## config.mk

```make
export PLATFORM = sky130hd
export DESIGN_NAME = nibble_serial_adder
export DESIGN_NICKNAME = d
export VERILOG_FILES = /design/src/rtl/nibble_serial_adder.sv
export SDC_FILE = /design/constraint.sdc
export NUM_CORES = 1
export LEC_CHECK = 0
export CORE_ASPECT_RATIO = 1.75
export CORE_MARGIN = 1
export CORE_UTILIZATION = 30
export CTS_CLUSTER_DIAMETER = 50
export CTS_CLUSTER_SIZE = 25
export DETAILED_ROUTE_END_ITERATION = 16
export GPL_TIMING_DRIVEN = 0
export PLACE_DENSITY = 0.63
export SYNTH_ARGS = -nofsm -noshare
export SYNTH_HDL_FRONTEND = slang
export SYNTH_SLANG_ARGS = --single-unit
export TNS_END_PERCENT = 100
```

## constraint.sdc

```tcl
create_clock -name clk -period 4.1 [get_ports clk]
set_clock_uncertainty 0.05 [all_clocks]
set_input_delay 0.82 -clock clk [delete_from_list [all_inputs] [get_ports clk]]
set_output_delay 0.82 -clock clk [all_outputs]
set_load 0.02 [all_outputs]
```

## src/rtl/nibble_serial_adder.sv

```systemverilog
// Bit-serial-by-nibble adder: one 4-bit carry-select slice per cycle, valid/ready on both sides.
// Optional two's-complement overflow output enabled by defining NIBBLE_SERIAL_ADDER_OVF_EN.
module nibble_serial_adder #(
    parameter int unsigned NIBBLES = 4
) (
    input  logic                   clk,
    input  logic                   rst,
    input  logic                   in_valid,
    output logic                   in_ready,
    input  logic [4*NIBBLES-1:0]   a,
    input  logic [4*NIBBLES-1:0]   b,
    input  logic                   cin,
    output logic                   out_valid,
    input  logic                   out_ready,
    output logic [4*NIBBLES-1:0]   sum,
    output logic                   cout,
    output logic                   busy
`ifdef NIBBLE_SERIAL_ADDER_OVF_EN
    ,
    output logic                   ovf
`endif
);

    localparam int unsigned W     = 4 * NIBBLES;
    localparam int unsigned IDX_W = (NIBBLES > 1) ? $clog2(NIBBLES) : 1;
    localparam logic [IDX_W-1:0] LAST_IDX = IDX_W'(NIBBLES - 1);

    typedef enum logic [1:0] {IDLE, RUN, DONE} state_t;

    state_t            state_q;
    logic [W-1:0]      a_q;
    logic [W-1:0]      b_q;
    logic              carry_q;
    logic [IDX_W-1:0]  idx_q;
    logic [W-1:0]      sum_q;
    logic              cout_q;
    logic              in_ready_q;
    logic              out_valid_q;
    logic              busy_q;
`ifdef NIBBLE_SERIAL_ADDER_OVF_EN
    logic              ovf_q;
`endif

    logic [3:0]        a_nib;
    logic [3:0]        b_nib;
    logic [4:0]        sum_c0;
    logic [4:0]        sum_c1;
    logic [4:0]        slice_d;

    // Carry-select slice: both carry hypotheses computed, carry register picks one.
    always_comb begin
        a_nib   = a_q[{idx_q, 2'b00} +: 4];
        b_nib   = b_q[{idx_q, 2'b00} +: 4];
        sum_c0  = {1'b0, a_nib} + {1'b0, b_nib};
        sum_c1  = {1'b0, a_nib} + {1'b0, b_nib} + 5'd1;
        slice_d = carry_q ? sum_c1 : sum_c0;
    end

    always_ff @(posedge clk) begin
        if (rst) begin
            state_q     <= IDLE;
            a_q         <= '0;
            b_q         <= '0;
            carry_q     <= 1'b0;
            idx_q       <= '0;
            sum_q       <= '0;
            cout_q      <= 1'b0;
            in_ready_q  <= 1'b1;
            out_valid_q <= 1'b0;
            busy_q      <= 1'b0;
`ifdef NIBBLE_SERIAL_ADDER_OVF_EN
            ovf_q       <= 1'b0;
`endif
        end else begin
            case (state_q)
                IDLE: begin
                    if (in_valid) begin
                        a_q        <= a;
                        b_q        <= b;
                        carry_q    <= cin;
                        idx_q      <= '0;
                        sum_q      <= '0;
                        state_q    <= RUN;
                        in_ready_q <= 1'b0;
                        busy_q     <= 1'b1;
                    end
                end
                RUN: begin
                    sum_q[{idx_q, 2'b00} +: 4] <= slice_d[3:0];
                    carry_q                    <= slice_d[4];
                    if (idx_q == LAST_IDX) begin
                        cout_q      <= slice_d[4];
`ifdef NIBBLE_SERIAL_ADDER_OVF_EN
                        // Carry into the MSB recovered from the MSB operand bits and result bit.
                        ovf_q       <= (a_nib[3] ^ b_nib[3] ^ slice_d[3]) ^ slice_d[4];
`endif
                        state_q     <= DONE;
                        out_valid_q <= 1'b1;
                    end else begin
                        idx_q <= idx_q + IDX_W'(1);
                    end
                end
                DONE: begin
                    if (out_ready) begin
                        state_q     <= IDLE;
                        out_valid_q <= 1'b0;
                        busy_q      <= 1'b0;
                        in_ready_q  <= 1'b1;
                    end
                end
                default: begin
                    state_q     <= IDLE;
                    out_valid_q <= 1'b0;
                    busy_q      <= 1'b0;
                    in_ready_q  <= 1'b1;
                end
            endcase
        end
    end

    assign in_ready  = in_ready_q;
    assign out_valid = out_valid_q;
    assign busy      = busy_q;
    assign sum       = sum_q;
    assign cout      = cout_q;
`ifdef NIBBLE_SERIAL_ADDER_OVF_EN
    assign ovf       = ovf_q;
`endif

endmodule

```

After elaboration in Yosys (flattened, before gate mapping)
Index checks and enable logic that the tools add are counted.
- multiplexer cells: 21
- reduce and logical (&&, ||, !) cells: 9
- shift operators: 4
- equal/unequal tests: 7
- $add $sub $neg: 4
- bitwise operators: 2
- operators with widths (operator ; number):
    case mux 16 bit (2 select lines) ; 1
    variable part select 16 x 5 -> 4 bit ; 2
    bitwise mux 16 bit ; 1
    2-to-1 mux 16 bit ; 1
    variable shift 4 x 6 -> 16 bit, first input constant ; 1
    variable part select 4 x 6 -> 16 bit ; 1
    AND reduction 3 bit ; 4
    2-to-1 mux 2 bit ; 5
    case mux 1 bit (3 select lines) ; 3
    inequality test 2 bit, second input constant ; 4
    2-to-1 mux 1 bit ; 6
    negation 4 -> 6 bit ; 1
    case mux 2 bit (3 select lines) ; 1
    AND reduction 2 bit ; 3
    adder 4 x 4 -> 5 bit ; 1
    adder 5 x 1 -> 5 bit, second input constant ; 1
    2-to-1 mux 5 bit ; 1
    == test 2 bit, second input constant ; 2
    case mux 2 bit (2 select lines) ; 1
    adder 2 x 1 -> 2 bit, second input constant ; 1
    == test 2 x 1 -> 1 bit, second input constant ; 1
    zero test 2 bit ; 1
    NOT 1 bit ; 2
    case mux 1 bit (2 select lines) ; 1
    nonzero test 2 bit ; 1
- word-level logic and storage cells: 57
- flip-flop bits (word level): 57
- input bits: 37
- output and inout bits: 20

Logic depth before layout (Yosys ltp)
- word-level depth: 7
- depth in mapped cells: 9
- mapped depth without buffers: 8

Worst setup path before layout
OpenSTA, ideal clock, no wires.
- path type: flip-flop to flip-flop
- start: register idx_q[0]
- end: register cout_q, in the netlist cout
- setup time: 0.088 ns
- buffers on the path: 1
- period minus slack after synthesis: 2.915 ns
- stages on the path, launching flop included: 10
- data arrival time: 2.777 ns
- setup slack: 1.185 ns
- required time: 3.962 ns
- cell sequence: dfxtp_1 buf_2 mux4_2 ha_1 fa_1 ha_1 nand2_1 and4b_1 xor2_1 o32ai_2
- longest elaborated chain between the ends: 4
- elaborated cells on any way between the ends: 7
- classes of those cells: add/sub (2); eq/ne (1); shift (2); mux (1); reduce/logical (1)
- RTL lines (what ; RTL line ; RTL):
    start: declaration ; 34 ; logic [IDX_W-1:0] idx_q;
    start signal: assignment ; 100 ; idx_q <= idx_q + IDX_W'(1);
    variable part select 16 x 5 -> 4 bit, on equally long branches ; 52, 53 ;
    adder 4 x 4 -> 5 bit ; 54, 55 ;
    adder 5 x 1 -> 5 bit ; 55 ; sum_c1 = {1'b0, a_nib} + {1'b0, b_nib} + 5'd1;
    2-to-1 mux 5 bit ; 56 ; slice_d = carry_q ? sum_c1 : sum_c0;
    end signal: assignment ; 92 ; cout_q <= slice_d[4];
    end: declaration ; 36 ; logic cout_q;
Parallel ways exist; a longest one is shown, timed or not.
A chain may end at the register's enable or synchronous reset.

Worst setup path after layout
- start: register idx_q[0]
- end: register carry_q
- longest elaborated chain between the ends: 5
- elaborated cells on any way between the ends: 6
- classes of those cells: add/sub (2); shift (2); mux (2)
- RTL lines (what ; RTL line ; RTL):
    variable part select 16 x 5 -> 4 bit, on equally long branches ; 52, 53 ;
    adder 4 x 4 -> 5 bit * ; 54, 55 ;
    adder 5 x 1 -> 5 bit ; 55 ;
    2-to-1 mux 5 bit * ; 56 ;
    case mux 1 bit (2 select lines) * ; 75 ; case (state_q)
    end signal: assignment ; 80 ; carry_q <= cin;
    end signal: assignment ; 90 ; carry_q <= slice_d[4];
    end: declaration ; 33 ; logic carry_q;
Every way passes the cells marked *; elsewhere a longest branch is shown, timed or not.

==> run summary <==
The run finished with clean final reports. In the final routing, the length of wire on met1 measures 2520 um. The max-capacitance violation count came out at 0. The most common library cell in the layout ignoring fill and taps was nand2_1. At the worst endpoint, the arrival time is 3.38 ns. The total power is 1.70 mW. The number of failing hold endpoints at the final stage came out at 0.

In the detailed route, the total length drawn on met3 is 275 um. Cell with the most instances on the worst path: ha_1. In this design, the stage delay of the slowest critical-path cell is 0.57 ns.

For the pin with the worst max-slew slack, the measured transition is 0.664 ns. Summed over all nets, the half-perimeter wirelength after detailed placement is 4910 um. The count of endpoints failing setup in the final report was 0. Buffers inserted to repair hold after CTS numbered 0.

Power density over the cells: 473 mW/mm^2. The first global-routing pass estimated 10400 um of wire. After global routing the overflow that remains totals 0. The tightest hold path in the finished design has a slack of 0.404 ns. The tools report the distinct cell type count of the synthesized netlist as 31. The detail-routed via count per cell is 4.95, and the final standard cell count with taps included and fillers excluded is 459.

The logs give 0.868 ns for the worst slack after detailed placement and 0.00255 mm^2 for the combined area of all synthesized cells. VDD sags by at most 0.339 mV. The number of nets handed over by synthesis was 342. For this design the static power due to leakage is 1.38 nW. During I/O placement, the number of pins put on the boundary was 57. The vertical die dimension came out at 124 um.

After the last flow step, the layout net total stands at 409. For the number of iterations in the first detailed-routing pass, the log shows 4. The Yosys step of the flow raised 0 warnings.

After technology mapping, the gate count stands at 295. CTS saw 57 sinks. The sum of negative setup slack came out at 0 ns. The library cells used most frequently in the layout, excluding fill and tap cells, are nand2_1 (74), dfxtp_1 (57), clkdlybuf4s50_1 (56), a21oi_1 (40), nor2_1 (23). The run gives 3 as the H-tree depth reported by CTS. The maximum number of pins on one net before global-route repair was 11.

The worst path uses 79.0% of the clock period. The detail route stage leaves a number of antenna-violating nets equal to 0. The number of antenna violations at the first check in global routing was 0; the area of the core was 0.00826 mm^2. The worst setup path is of the flip-flop to flip-flop kind. TritonCTS built the clock tree.

Of the synthesized area, sequential elements account for 44.7%. For this block, the initial DRC count from the detailed router was 112. Horizontal die dimension: 71.7 um.

The tools report the floorplan die area as 0.00889 mm^2. In the post-synthesis netlist, the biggest area contributors are dfxtp_1 (45%), nand2_1 (11%), a21oi_1 (7.8%), mux4_2 (7.1%), a22oi_1 (4.4%). The finished cells cover 0.00359 mm^2. Setup slack on the critical path of the routed design comes to 0.859 ns. The path class of the tightest hold or removal check is flip-flop to flip-flop. In this run the deepest clock path goes through 2 buffers. The number of setup buffers added after CTS is 0. Summing over every cut layer, the via total after detailed routing is 2271. The cell type contributing the most total cell area after synthesis was dfxtp_1. The clock reaches the later pin of the worst-skew pair after 0.33 ns.

Of the post-synthesis cell area, the dominant cell type holds 44.7%. Number of global-route vias before repair: 2289. The fraction of final layout cells sized beyond drive strength 1 works out to 9.26%.

The count of state elements after synthesis works out to 57. Max-slew violation count: 0. The number of clock buffers added by TritonCTS is 9. The floorplan has 44 rows. The placed instances occupy a cell area of 0.00323 mm^2. For the finished layout, the period the worst path requires is 3.24 ns. The run gives 820 as the number of inserted filler cells in the final layout. The tools report the cell at the root of the clock tree as clkbuf_16. Setup repair after global routing left no endpoint under its margin. For the worst setup path, the data required time is 4.24 ns.

Compared with the post-synthesis result, the final layout area differs by 40.6%. After detailed routing, the average wire length per cell comes to 14.1 um. The signal on the critical path passes through buf_2 > mux4_2 > ha_1 > fa_1 > ha_1 > nand2_1 > and4b_1 > xor2_1 > o22ai_1. After detailed routing, the met2 layer carries 3490 um of wire. The utilization after layout is 43.4%. Based on the critical path, the design can be clocked at up to 309 MHz. After detailed routing, the number of remaining DRC violations is 0.

The tools report the kind of end point of the critical path as a flip-flop. In this run, placement finished with an instance count of 443. In the global route stage, overall resource usage came out at 15.8%. For this configuration, the core starts out at a cell density of 30.9%.

The clock transition time at the flip-flop clock pins of the worst setup and hold paths was 0.05 ns. Among all stages on the critical path, the largest delay is contributed by mux4_2. The maximum fanout encountered on the critical timing path is 10.

After detailed routing, no signal wire sits above met4. The number of cells upsized or downsized after cts is 0. The run gives 55.3% as the headroom to the max-slew limit. For this block, the routed nets add up to 6480 um of wire. Routability-driven placement finished with a final weighted congestion of 0.860.

During placement, the flow inserted port buffers numbering 56. STA classifies the critical path startpoint as a flip-flop. The synthesized area divided by synthesized cell count works out to 8.65 um^2. The number of antenna diodes in the final layout is 0.
==> worst max-delay path, delay by kind of cell (launching register included) <==
family / cells / cell delay, ns
AOI/OAI and AO/OA: 1 / 0.14
xor gates and xnor gates: 1 / 0.26
adders and majority gates: 3 / 0.92
buffers and inverters: 1 / 0.36
DFF: 1 / 0.44
muxes: 1 / 0.57
and+or+nand+nor: 2 / 0.36
==> cell usage after synthesis <==
library cell and count:
o21ai_0 5, nor3_1 1, nor2_1 23, nor3b_1 1, nand3b_1 4, o32ai_2 1, inv_1 8, o21bai_1 4
or3b_1 1, dfxtp_1 57, nand2b_1 3, nor4_1 1, nand2_1 74, a22oi_1 15, or2_2 2, buf_2 6
o22ai_1 1, fa_1 1, nor4b_2 1, mux2_2 1, nand4_1 1, xnor2_1 1, a21oi_1 40, and3_1 3
ha_1 9, mux4_2 8, a21o_1 5, xor2_1 3, and4b_1 1, clkbuf_1 12, a211oi_1 2
==> path summary, 6_finish.rpt <==
check	cells past startpoint	startpoint	slack (ns)	endpoint
worst max-delay path	9	idx_q[0]	0.86	carry_q
worst min-delay path	2	b_q[9]	0.40	b_q[9]
worst max register to register	9	idx_q[0]	0.86	carry_q
worst min register to register	2	b_q[9]	0.40	b_q[9]
==> cell families after synthesis <==
logic type,count (synthesis),share of synthesized area [%]
flip-flops,57,44.7
multiplexers,9,7.50
AO/OA/AOI/OAI,73,17.4
XOR/XNOR,4,1.37
AND/OR/NAND/NOR,116,19.7
buffers and inverters,26,4.12
adder cells (fa/ha/maj),10,5.20
==> flip-flops by register name, indices dropped and copies added, names as in the netlist <==
signal	flops
state_q	2
idx_q	2
busy	1
carry_q	1
out_valid	1
cout	1
a_q	16
in_ready	1
b_q	16
sum	16
==> final cells by class <==
class | count | area (um^2) | area share [%]
timing repair buffer | 56 | 561 | 15.6
multi-input combinational | 212 | 1310 | 36.4
clock inverter | 6 | 130 | 3.63
inverter | 8 | 30.0 | 0.837
sequential | 57 | 1140 | 31.8
clock buffer | 10 | 229 | 6.39
buffer | 18 | 75.1 | 2.09
tap | 92 | 115 | 3.21
==> routing by layer <==
| layer | track usage (%) | vias to the layer above |
|---|---|---|
| met5 | 0 | - |
| met4 | 8.58 | 0 |
| met3 | 4.45 | 11 |
| met2 | 29.8 | 51 |
| met1 | 15.1 | 1063 |
| li1 | - | 1146 |
==> report_power, final <==
group | switching, mW | total, mW | internal (mW) | leakage (nW)
logic | 0.102 | 0.195 | 0.0930 | 0.734
clock network | 0.252 | 0.904 | 0.652 | 0.176
registers | 0.0159 | 0.596 | 0.581 | 0.466
total | 0.370 | 1.70 | 1.33 | 1.38
Power figures use the tool's default switching activity.
